`config.mk`:
```
export PLATFORM = sky130hd
export DESIGN_NAME = lab3_mem_line_to_word_adapter
export DESIGN_NICKNAME = d
export VERILOG_FILES = /design/src/rtl/lab3_mem_line_to_word_adapter.sv
export SDC_FILE = /design/constraint.sdc
export NUM_CORES = 1
export LEC_CHECK = 0
export BUFFER_PORTS_ARGS = -buffer_cell sky130_fd_sc_hd__buf_4
export CORE_AREA = 2 2 171 173
export CTS_CLUSTER_SIZE = 20
export DETAILED_ROUTE_END_ITERATION = 7
export DIE_AREA = 0 0 173 175
export HOLD_SLACK_MARGIN = 0.15
export PLACE_DENSITY = 0.87
export SLEW_MARGIN = 10
export SYNTH_ARGS = -nofsm -noshare
export SYNTH_HDL_FRONTEND = slang
export SYNTH_SLANG_ARGS = --single-unit
export TNS_END_PERCENT = 10
```
`constraint.sdc`:
```
create_clock -name clk -period 4.9 [get_ports clk]
set_clock_uncertainty 0.15 [all_clocks]
set_input_delay 0.49 -clock clk [delete_from_list [all_inputs] [get_ports clk]]
set_output_delay 0.49 -clock clk [all_outputs]
set_load 0.05 [all_outputs]
```
`src/rtl/lab3_mem_line_to_word_adapter.sv`:
```
// lab3_mem_line_to_word_adapter
//
// Converts one cacheline memory request from the blocking cache into four
// word requests to a word-wide memory. It then gathers the four word
// responses and returns a single cacheline response. Word issue and response
// collection run concurrently, so up to four word requests can be in flight.
//
// Ports
//   clk, reset            clock; asynchronous active-low reset
//   memreq_*              line request from the cache (val/rdy, type, opaque,
//                         addr, 128-bit data)
//   memresp_*             line response to the cache (val/rdy, type, opaque,
//                         128-bit data)
//   wmemreq_*             word request to memory (val/rdy, type, opaque =
//                         word index, addr, 32-bit data)
//   wmemresp_*            word response from memory (val/rdy, opaque, data)
module lab3_mem_line_to_word_adapter #(
    parameter int p_opaque_nbits = 8,
    parameter int p_line_nbits   = 128,
    parameter int p_word_nbits   = 32
) (
    input  logic                      clk,
    input  logic                      reset,

    input  logic                      memreq_val,
    output logic                      memreq_rdy,
    input  logic [2:0]                memreq_type,
    input  logic [p_opaque_nbits-1:0] memreq_opaque,
    input  logic [31:0]               memreq_addr,
    input  logic [p_line_nbits-1:0]   memreq_data,

    output logic                      memresp_val,
    input  logic                      memresp_rdy,
    output logic [2:0]                memresp_type,
    output logic [p_opaque_nbits-1:0] memresp_opaque,
    output logic [p_line_nbits-1:0]   memresp_data,

    output logic                      wmemreq_val,
    input  logic                      wmemreq_rdy,
    output logic [2:0]                wmemreq_type,
    output logic [p_opaque_nbits-1:0] wmemreq_opaque,
    output logic [31:0]               wmemreq_addr,
    output logic [p_word_nbits-1:0]   wmemreq_data,

    input  logic                      wmemresp_val,
    output logic                      wmemresp_rdy,
    input  logic [p_opaque_nbits-1:0] wmemresp_opaque,
    input  logic [p_word_nbits-1:0]   wmemresp_data
);

    typedef enum logic [1:0] {IDLE, XFER, RESP} state_t;

    state_t                    state, state_next;
    logic [2:0]                type_q;
    logic [p_opaque_nbits-1:0] opaque_q;
    logic [27:0]               addr_q;
    logic [p_line_nbits-1:0]   wdata_q;
    logic [p_line_nbits-1:0]   line_q;
    logic [2:0]                ic_q;   // word requests issued
    logic [2:0]                rc_q;   // word responses collected

    logic req_fire, iss_fire, rsp_fire, is_write;

    assign req_fire = memreq_val && memreq_rdy;
    assign iss_fire = wmemreq_val && wmemreq_rdy;
    assign rsp_fire = wmemresp_val && wmemresp_rdy;
    // Any type other than write (including illegal ones) behaves as a read.
    assign is_write = (type_q == 3'd1);

    // Low address bits select a byte within the line and are not needed.
    logic unused_bits;
    assign unused_bits = ^{memreq_addr[3:0], wmemresp_opaque[p_opaque_nbits-1:2]};

    // State register
    always_ff @(posedge clk or negedge reset) begin
        if (!reset) state <= IDLE;
        else        state <= state_next;
    end

    // Next-state logic
    always_comb begin
        state_next = state;
        case (state)
            IDLE: if (memreq_val) state_next = XFER;
            // Leave XFER on the same edge that collects the last word, so
            // RESP is visible in the cycle after rc reaches 4.
            XFER: if (rsp_fire && rc_q == 3'd3) state_next = RESP;
            RESP: if (memresp_rdy) state_next = IDLE;
            default: state_next = IDLE;
        endcase
    end

    // Output decode; handshake outputs depend only on registered state.
    always_comb begin
        memreq_rdy   = 1'b0;
        wmemreq_val  = 1'b0;
        wmemresp_rdy = 1'b0;
        memresp_val  = 1'b0;
        memresp_data = '0;
        case (state)
            IDLE: memreq_rdy = reset;
            XFER: begin
                wmemreq_val  = (ic_q < 3'd4);
                // rc < ic keeps a response from being taken before its request.
                wmemresp_rdy = (rc_q < 3'd4) && (rc_q < ic_q);
            end
            RESP: begin
                memresp_val  = 1'b1;
                memresp_data = is_write ? '0 : line_q;
            end
            default: ;
        endcase
    end

    assign memresp_type   = type_q;
    assign memresp_opaque = opaque_q;
    assign wmemreq_type   = type_q;
    assign wmemreq_opaque = {{(p_opaque_nbits-2){1'b0}}, ic_q[1:0]};
    assign wmemreq_addr   = {addr_q, 4'b0000} + {27'b0, ic_q, 2'b00};
    assign wmemreq_data   = wdata_q[ic_q[1:0]*p_word_nbits +: p_word_nbits];

    // Request latch, issue/collect counters and line assembly
    always_ff @(posedge clk or negedge reset) begin
        if (!reset) begin
            type_q   <= '0;
            opaque_q <= '0;
            addr_q   <= '0;
            wdata_q  <= '0;
            line_q   <= '0;
            ic_q     <= '0;
            rc_q     <= '0;
        end else if (req_fire) begin
            type_q   <= memreq_type;
            opaque_q <= memreq_opaque;
            addr_q   <= memreq_addr[31:4];
            wdata_q  <= memreq_data;
            line_q   <= '0;
            ic_q     <= '0;
            rc_q     <= '0;
        end else begin
            // Both fires are gated by count < 4, so the counters saturate.
            if (iss_fire) ic_q <= ic_q + 3'd1;
            if (rsp_fire) begin
                if (!is_write)
                    line_q[rc_q[1:0]*p_word_nbits +: p_word_nbits] <= wmemresp_data;
                rc_q <= rc_q + 3'd1;
            end
        end
    end

    // Simulation-only sanity checks on request type and response ordering.
    always @(posedge clk) begin
        if (reset && req_fire)
            assert (memreq_type == 3'd0 || memreq_type == 3'd1);
        if (reset && rsp_fire)
            assert (wmemresp_opaque[1:0] == rc_q[1:0]);
    end

endmodule

```
==> flow_metrics.env, run 1 <==
export IMPL_ys_warn_count=0
export IMPL_crit_required_ns=4.26
export IMPL_seq_area_frac_synth_pct=55.3
export IMPL_leakage_nw=10.3
export IMPL_port_buffers=414
export IMPL_synth_edf_count=0
export IMPL_cts_setup_buffers=0
export IMPL_num_nets_final=2168
export IMPL_p_total_w=0.0110
export IMPL_drc=0
export IMPL_cts_buffers=34
export IMPL_hold_ws_ns=0.298
export IMPL_cts_tree="built"
export IMPL_die_h_um=175
export IMPL_hpwl_um=28000
export IMPL_via_per_inst=5.85
export IMPL_grt_pass1_vias=14200
export IMPL_path_max_fanout=4
export IMPL_io_pins=435
export IMPL_ant_nets=0
export IMPL_power_density_mw_per_mm2=548
export IMPL_end_kind="primary output"
export IMPL_status="finished, final reports clean"
export IMPL_fin_util_pct=71.0
export IMPL_max_freq_mhz=275
export IMPL_synth_async_sr_flop_share_pct=100
export IMPL_root_buffer="clkbuf_16"
export IMPL_drt_initial_drc_count=1718
export IMPL_arrival_ns=3.00
export IMPL_drv_slew=0
export IMPL_grt_max_degree=174
export IMPL_worstSetupStartpointType="flop"
export IMPL_dp_cells=2084
export IMPL_drt_pre_antenna_iters=6
export IMPL_reg2reg_to="line_q[97]"
export IMPL_path_class="reg2out"
export IMPL_start_util_pct=48.3
export IMPL_reg2reg_from="ic_q[2]"
export IMPL_synth_area_leaders="dfrtp_1, nand2_1, a22o_1"
export IMPL_yosysMostFrequentCell="nand2_1"
export IMPL_setup_viol=0
export IMPL_routedWlPerCell_um=23.0
export IMPL_hold_viol_final=0
export IMPL_die_width_um=173
export IMPL_synth_top_area_share_pct=55.3
export IMPL_ys_seq_elements=303
export IMPL_synth_avg_cell_area_um2=10.0
export IMPL_rrSetupSlack_ns=1.38
export IMPL_ir_drop_uv=411
export IMPL_insertion_delay_ns=0.52
export IMPL_syn_inst=1368
export IMPL_worst_slew_pin_slew_ns=1.16
export IMPL_clock_path_buffers=3
export IMPL_cts_sinks=303
export IMPL_synth_commonest_cells="nand2_1, dfrtp_1, and2_1"
export IMPL_drive_above_1_share_pct=26.9
export IMPL_core_area_mm2=0.0284
export IMPL_cts_resized=0
export IMPL_setup_tns_final_ns=0
export IMPL_wl_um=54100
export IMPL_maxCapViolCount=0
export IMPL_vias=13700
export IMPL_rows=62
export IMPL_synth_area_mm2=0.0137
export IMPL_antenna_found_initial=2
export IMPL_yosysUniqueCellTypes=41
export IMPL_rsz0062_at_grt="no"
export IMPL_dieArea_mm2=0.0303
export IMPL_hp_class="in2async"
export IMPL_synth_top_area_cell="dfrtp_1"
export IMPL_place_gp_congestion=0.844
export IMPL_cts_reportedPaths_clkPinSlew_ns=0.07
export IMPL_grt_pass1_wl_um=83700
export IMPL_htree_levels=2
export IMPL_fin_cells=2346
export IMPL_maxSlewHeadroom_pct=21.8
export IMPL_reg2reg_depth=6
export IMPL_min_period_ns=3.64
export IMPL_syn_to_final_growth_pct=47.0
export IMPL_synth_main_ff_cell="dfrtp_1"
export IMPL_overflow=0
export IMPL_grt_total_usage_pct=35.5
export IMPL_fin_crit_sh_pct=74.3
[per-layer routing]
metal	track usage, %	share of wire (%)
met5	0	0
met4	25.6	8.4
met3	8.81	10
met2	57.2	47
met1	41.6	34
[metrics by stage]
| stage | instance area (um2) | setup slack [ns] |
|---|---|---|
| 2_1_floorplan | 13700 | 1.83 |
| 3_3_place_gp | 17000 | 1.50 |
| 3_5_place_dp | 17000 | 1.41 |
| 4_1_cts | 20100 | 1.37 |
| 5_1_grt | 20100 | 1.11 |
| 6_report | 20100 | 1.26 |
[power breakdown]
part	leakage (nW)	internal, W	switching [W]
Sequential	3.99	0.00345	0.000788
Clock	0.522	0.00146	0.00110
Combinational	5.84	0.00159	0.00265
Total	10.3	0.00651	0.00453
[cell families (layout without fill, tap and decap cells)]
kind of cell	after synthesis	after routing	share of synthesized area, %
fa+ha+maj	12	12	1.10
flops	303	303	55.3
simple gates	733	733	23.8
mux	32	32	5.26
other cells	1	11	0.0274
buf+inv	116	700	4.06
xor+xnor	26	26	1.66
compound gates	145	145	8.76
[layout by cell type, fill, tap and decap left out, drive strengths merged, types with 5 or more instances in the layout]
cell,count
dfrtp,303
nand3,19
ha,12
o21ai,21
xor2,7
mux4,32
clkinv,5
dlygate4sd3,203
nand4,27
a21oi,5
nand2,527
conb,8
and2,130
nor2,9
buf,429
inv,14
xnor2,19
a22o,111
clkbuf,45
[area by class of cell]
class | instances | area, um2
fill | 1763 | 8250
clock inverter | 11 | 129
clock buffer | 45 | 942
timing repair buffer | 632 | 5290
inverter | 12 | 45.0
tap | 384 | 480
sequential | 303 | 7580
multi-input combinational | 956 | 5670
antenna | 3 | 7.51
[critical path: stages, from the launching register on]
cell	delay, ns
dfrtp_1	0.46
ha_1	0.28
nand2_1	0.15
nor4_1	0.72
nand3_1	0.25
xnor2_1	0.35
buf_4	0.27
[repair_timing]
| item | in CTS | in global routing |
|---|---|---|
| setup endpoints to repair | 0 | 0 |
| endpoints found under the hold margin | 338 | 0 |
| hold buffers | 203 | 0 |
[sequential cells by signal, summed over array words and instances (netlist names)]
name and cells:
wdata_q 128, memresp_opaque 8, memresp_type 3, state 2, rc_q 3, addr_q 28, line_q 128, ic_q 3
[how the worst max path moves through the flow]
stage	start	endpoint	slack (ns)	cells after the start
after global routing	ic_q[2]	wmemreq_addr[19]	1.11	6
final	ic_q[2]	wmemreq_addr[19]	1.26	6
after detailed placement	ic_q[2]	line_q[97]	1.41	6
after CTS	memresp_type[0]	memresp_data[1]	1.37	5
after floorplan	ic_q[1]	wmemresp_rdy	1.83	6
after global placement	ic_q[2]	line_q[108]	1.50	6
(Power assumes the default switching activity.)
==> run 2, diff against run 1 <==
CORE_AREA = default   (was 2 2 171 173)
CORE_MARGIN = 2   (was default)
CORE_UTILIZATION = 46   (was default)
DIE_AREA = default   (was 0 0 173 175)
clock period = 3 ns   (was 4.9 ns; I/O delays follow)
==> run 2 against run 1 <==
Against the previous run: the run now ends with design-rule violations, negative setup slack left; global-route usage decreased by 2.2 points; register-to-register slack got worse by 1.2 ns; hold slack improved by 0.0092 ns; sequential share of layout area decreased by 0.65 points; setup slack got worse by 1.4 ns; count of clock-buffer cells in the layout increased by 2; highest routed layer unchanged.
==> flow_metrics.env, run 2 (same netlist as run 1, synthesis figures left out) <==
export IMPL_setup_viol=6
export IMPL_num_nets_final=2184
export IMPL_maxSlewHeadroom_pct=30.4
export IMPL_ir_drop_uv=829
export IMPL_overflow=0
export IMPL_crit_path_end="wmemreq_addr[19]"
export IMPL_grt_pass1_wl_um=80500
export IMPL_clock_path_buffers=3
export IMPL_start_util_pct=46.5
export IMPL_violations="design-rule violations, negative setup slack"
export IMPL_slowest_delay_ns=0.50
export IMPL_grt_total_usage_pct=33.3
export IMPL_antenna_found_initial=5
export IMPL_dp_cells=2102
export IMPL_root_buffer="clkbuf_16"
export IMPL_fin_util_pct=69.5
export IMPL_end_kind="primary output"
export IMPL_rows=63
export IMPL_reg2reg_to="line_q[98]"
export IMPL_grt_max_degree=154
export IMPL_status="finished, violations left"
export IMPL_die_width_um=177
export IMPL_reg2reg_depth=8
export IMPL_hp_class="in2async"
export IMPL_top_layer="met4"
export IMPL_drv_slew=0
export IMPL_routedWlPerCell_um=23.3
export IMPL_hold_viol_final=0
export IMPL_crit_path_start="ic_q[2]"
export IMPL_io_pins=435
export IMPL_worstSetupStartpointType="flop"
export IMPL_htree_levels=1
export IMPL_min_period_ns=3.15
export IMPL_final_common_cell="nand2_1"
export IMPL_place_gp_congestion=0.835
export IMPL_max_freq_mhz=317
export IMPL_syn_to_final_growth_pct=49.6
export IMPL_cts_tree="built"
export IMPL_reg2reg_from="ic_q[2]"
export IMPL_arrival_ns=2.70
export IMPL_cts_reportedPaths_clkPinSlew_ns=0.07
export IMPL_path_max_fanout=4
export IMPL_cp_common_cell="buf_4"
export IMPL_grt_pass1_vias=14200
export IMPL_drc=15
export IMPL_met2_length_um=25800
export IMPL_port_buffers=414
export IMPL_crit_required_ns=2.55
export IMPL_core_area_mm2=0.0295
export IMPL_path_class="reg2out"
export IMPL_worstPathCellList="ha_4, nand2_1, nor4_1, buf_4, nand3_1, xnor2_1, buf_4"
export IMPL_drt_pre_antenna_iters=8
export IMPL_leakage_nw=10.5
export IMPL_ant_nets=0
export IMPL_insertion_delay_ns=0.56
export IMPL_fin_cells=2376
export IMPL_layout_common_cells="nand2_1, buf_4, dfrtp_1"
export IMPL_maxCapViolCount=0
export IMPL_cts_buffers=31
export IMPL_drt_initial_drc_count=1596
export IMPL_vias=14000
export IMPL_drive_above_1_share_pct=28.1
export IMPL_wl_um=55300
export IMPL_dieArea_mm2=0.0312
export IMPL_fin_crit_sh_pct=105
export IMPL_fin_ws_ns=-0.154
export IMPL_largestRegisters="line_q x128, wdata_q x128, addr_q x28"
export IMPL_worst_slew_pin_slew_ns=1.04
export IMPL_power_density_mw_per_mm2=895
export IMPL_m1WireLength_um=18600
export IMPL_hpwl_um=28400
export IMPL_wl_met3_um=6270
export IMPL_cts_sinks=303
export IMPL_rsz0062_at_grt="yes"
export IMPL_crit_slowest_cell="nor4_1"
export IMPL_die_h_um=177
export IMPL_rrSetupSlack_ns=0.14
export IMPL_via_per_inst=5.90
## run 2: cell types whose count changed in the layout (fill, tap and decap cells not counted), moves of 3 or more
cell,delta
buf_4,+10
nor2_1,-3
clkbuf_8,+6
bufinv_16,+3
buf_12,+6
clkbuf_16,-3
diode_2,+5
## run 2: how the worst min path moves through the flow
stage / start / end / slack, ns / cells after the start
after floorplan: reset / addr_q[0] / -0.15 / 0
after global placement: reset / addr_q[16] / -0.008 / 1
after detailed placement: reset / addr_q[16] / -0.006 / 1
after CTS: memreq_data[96] / wdata_q[96] / 0.29 / 4
after global routing: memreq_data[79] / wdata_q[79] / 0.33 / 4
final: reset / memresp_type[0] / 0.31 / 3
## run 2: cell type report
type	instances	area, um2
timing repair buffer	651	5510
antenna	8	20.0
multi-input combinational	956	5730
sequential	303	7590
clock inverter	9	173
fill	1803	8980
inverter	12	47.5
tap	390	488
clock buffer	47	946
## run 2: metal layers
metal / vias to the layer above / track usage [%]
met3: 369 / 7.45
met2: 1267 / 55.0
met5: - / 0
met1: 6672 / 39.5
met4: 0 / 21.1
li1: 5716 / -
## run 2: report_power, final
group	switching (W)	leakage [nW]	internal (W)
Combinational	0.00442	5.98	0.00271
Sequential	0.00130	3.98	0.00564
Clock	0.00169	0.550	0.00259
Total	0.00742	10.5	0.0109
## run 2: timing repair
item | in CTS | in global routing
setup endpoints to repair | 10 | 8
gates cloned | 0 | 0
endpoints found under the hold margin | 605 | 0
hold buffers | 205 | 0
resized for setup | 10 | 7
pin swaps | 1 | 5
setup buffers | 1 | 4
## run 2: per-stage QoR
stage / hold WS [ns] / worst slack (ns) / total power, W / instance area (um2) / setup TNS (ns)
global placement: -0.00761 / 0.293 / 0.0128 / 17200 / 0
finish: 0.308 / -0.154 / 0.0184 / 20500 / -0.378
CTS: 0.292 / 0.0348 / 0.0176 / 20400 / 0
detailed placement: -0.00623 / 0.209 / 0.0131 / 17200 / 0
floorplan: -0.146 / 0.0296 / 0.0110 / 13700 / 0
global route: 0.332 / -0.193 / 0.0189 / 20500 / -0.777
## run 2: worst max-delay path, delay by kind of cell (launching register included)
| kind | cells | cell delay (ns) |
|---|---|---|
| buffers and inverters | 2 | 0.49 |
| adder cells (fa/ha/maj) | 1 | 0.21 |
| XOR/XNOR | 1 | 0.27 |
| AND/OR/NAND/NOR | 3 | 0.76 |
| flip-flops | 1 | 0.42 |
==> run 3, diff against run 2 <==
SKIP_LAST_GASP = 1   (was default)
==> run 3 against run 2 <==
Against the previous run: the run ends with negative setup slack left; combinational power decreased by 2%; sequential power fell by 0.6%; die area stayed put; clock power is essentially flat; fmax grew 0.41%; first-iteration DRC count decreased by 1.2%; flip-flop and latch count did not move; final cell count is 0.17% lower; power is 0.81% lower; hold slack improved by 0.016 ns; count of clock-buffer cells in the layout unchanged; non-clock buffer count shrank 4; critical endpoint is now wmemreq_addr[18].
==> flow_metrics.env, run 3 (same netlist as run 1, synthesis figures left out) <==
export IMPL_status="finished, violations left"
export IMPL_violations="negative setup slack"
export IMPL_cts_tree="built"
export IMPL_reg2reg_to="line_q[98]"
export IMPL_via_per_inst=5.85
export IMPL_cts_reportedPaths_clkPinSlew_ns=0.07
export IMPL_setup_tns_final_ns=-0.440
export IMPL_grt_total_usage_pct=33.3
export IMPL_start_util_pct=46.5
export IMPL_power_density_mw_per_mm2=891
export IMPL_rsz0062_at_grt="yes"
export IMPL_grt_pass1_wl_um=80200
export IMPL_overflow=0
export IMPL_root_buffer="clkbuf_16"
export IMPL_port_buffers=414
export IMPL_path_buf_inv=1
export IMPL_die_h_um=177
export IMPL_fin_crit_sh_pct=105
export IMPL_crit_slowest_cell="or4_4"
export IMPL_path_max_fanout=6
export IMPL_ir_drop_uv=793
export IMPL_rrSetupSlack_ns=0.10
export IMPL_drv_slew=0
export IMPL_fillers=1797
export IMPL_worstPathCellList="nand4_1, or4_4, nor2_2, xor2_1, buf_4"
export IMPL_wl_um=53700
export IMPL_crit_required_ns=2.55
export IMPL_crit_path_end="wmemreq_addr[18]"
export IMPL_hpwl_um=28400
export IMPL_cts_buffers=31
export IMPL_fin_cells=2372
export IMPL_p_sw_share_pct=40.1
export IMPL_max_freq_mhz=318
export IMPL_min_period_ns=3.14
export IMPL_drt_initial_drc_count=1577
export IMPL_htree_levels=1
export IMPL_placed_area_mm2=0.0172
export IMPL_core_area_mm2=0.0295
export IMPL_drc=0
export IMPL_power_switching_w=0.00730
export IMPL_cts_sinks=303
export IMPL_p_int_w=0.0109
export IMPL_rows=63
export IMPL_dp_cells=2102
export IMPL_final_common_cell="nand2_1"
export IMPL_grt_max_degree=154
export IMPL_ant_nets=0
export IMPL_layout_common_cells="nand2_1, buf_4, dfrtp_1"
export IMPL_reg2reg_depth=8
export IMPL_reg2reg_from="ic_q[2]"
export IMPL_seq_power_share_pct=37.9
export IMPL_fin_ws_ns=-0.141
export IMPL_worst_slew_pin_slew_ns=1.04
export IMPL_arrival_ns=2.69
export IMPL_maxSlewHeadroom_pct=30.5
export IMPL_largestRegisters="line_q x128, wdata_q x128, addr_q x28"
export IMPL_num_nets_final=2180
export IMPL_die_width_um=177
export IMPL_insertion_delay_ns=0.56
export IMPL_vias=13900
export IMPL_routedWlPerCell_um=22.6
export IMPL_fin_area_mm2=0.0204
export IMPL_place_gp_congestion=0.835
export IMPL_io_pins=435
export IMPL_syn_to_final_growth_pct=49.1
export IMPL_drt_pre_antenna_iters=6
export IMPL_critical_path_top_delay_family="simple AND/OR/NAND/NOR gates"
export IMPL_path_class="reg2out"
export IMPL_worstSetupStartpointType="flop"
export IMPL_dieArea_mm2=0.0312
export IMPL_drive_above_1_share_pct=27.8
export IMPL_end_kind="primary output"
export IMPL_p_comb_share_pct=38.6
export IMPL_hold_viol_final=0
export IMPL_leakage_nw=10.5
export IMPL_antenna_found_initial=5
export IMPL_maxCapViolCount=0
export IMPL_clockPowerShare_pct=23.5
export IMPL_grt_pass1_vias=14100
export IMPL_slowest_delay_ns=0.67
export IMPL_crit_path_start="addr_q[2]"
export IMPL_hp_class="in2reg"
export IMPL_multi_input_area_mm2=0.00570
export IMPL_regArea_mm2=0.00758
export IMPL_setup_viol=6
export IMPL_crit_cells=5
export IMPL_clock_path_buffers=3
==> run 3: worst min-delay path by stage <==
stage                     slack, ns     endpoint  cells past startpoint       startpoint
final                          0.32  wdata_q[10]                      4  memreq_data[10]
after global routing           0.33  wdata_q[79]                      4  memreq_data[79]
after CTS                      0.29  wdata_q[96]                      4  memreq_data[96]
after detailed placement     -0.006   addr_q[16]                      1            reset
after global placement       -0.008   addr_q[16]                      1            reset
after floorplan               -0.15    addr_q[0]                      0            reset
==> run 3: power groups by stage <==
stage / Sequential (W) / Combinational (W) / Clock (W)
finish: 0.00690 / 0.00703 / 0.00427
floorplan: 0.00652 / 0.00450 / 0
global route: 0.00701 / 0.00734 / 0.00443
CTS: 0.00668 / 0.00667 / 0.00425
detailed placement: 0.00670 / 0.00637 / 0
global placement: 0.00660 / 0.00620 / 0
==> run 3: per-layer routing <==
metal,GRT usage [%],wire length [um],vias up
met2,54.7,25000,1201
met5,0,0,-
li1,-,-,5705
met1,39.4,18400,6627
met3,7.08,5670,343
met4,22.5,4640,0
==> run 3: area by class of cell <==
cell class	count	share of cell area [%]
flip-flops and latches	303	37.1
multi-input cells	956	27.9
repair buffers	647	26.8
clock buffers	47	4.63
well taps	390	2.39
clock inverters	9	0.845
inverters	12	0.220
diodes	8	0.0979
==> run 3: worst register-to-register path, stage by stage, from the launching register on <==
cell and delay [ns]:
dfrtp_1 0.41, buf_4 0.14, inv_1 0.06, ha_1 0.19, or4b_1 0.58, a2111oi_4 0.34
buf_4 0.25, a21oi_4 0.25, a22o_1 0.40
==> run 3: stage by stage <==
| step | utilization, % | hold WS [ns] | worst slack, ns | total power [W] |
|---|---|---|---|---|
| final | 69.3 | 0.323 | -0.141 | 0.0182 |
| after floorplan | - | -0.146 | 0.0296 | 0.0110 |
| after global routing | 69.3 | 0.332 | -0.166 | 0.0188 |
| after global placement | 58.4 | -0.00761 | 0.293 | 0.0128 |
| after detailed placement | 58.4 | -0.00623 | 0.209 | 0.0131 |
| after CTS | 69.2 | 0.292 | -0.0322 | 0.0176 |
==> run 3: timing repair <==
action	4_1_cts	5_1_grt
pin swaps	1	0
endpoints found under the hold margin	605	0
gates resized for setup	7	2
setup endpoints to repair	10	19
hold buffers	205	0
setup buffers	1	0
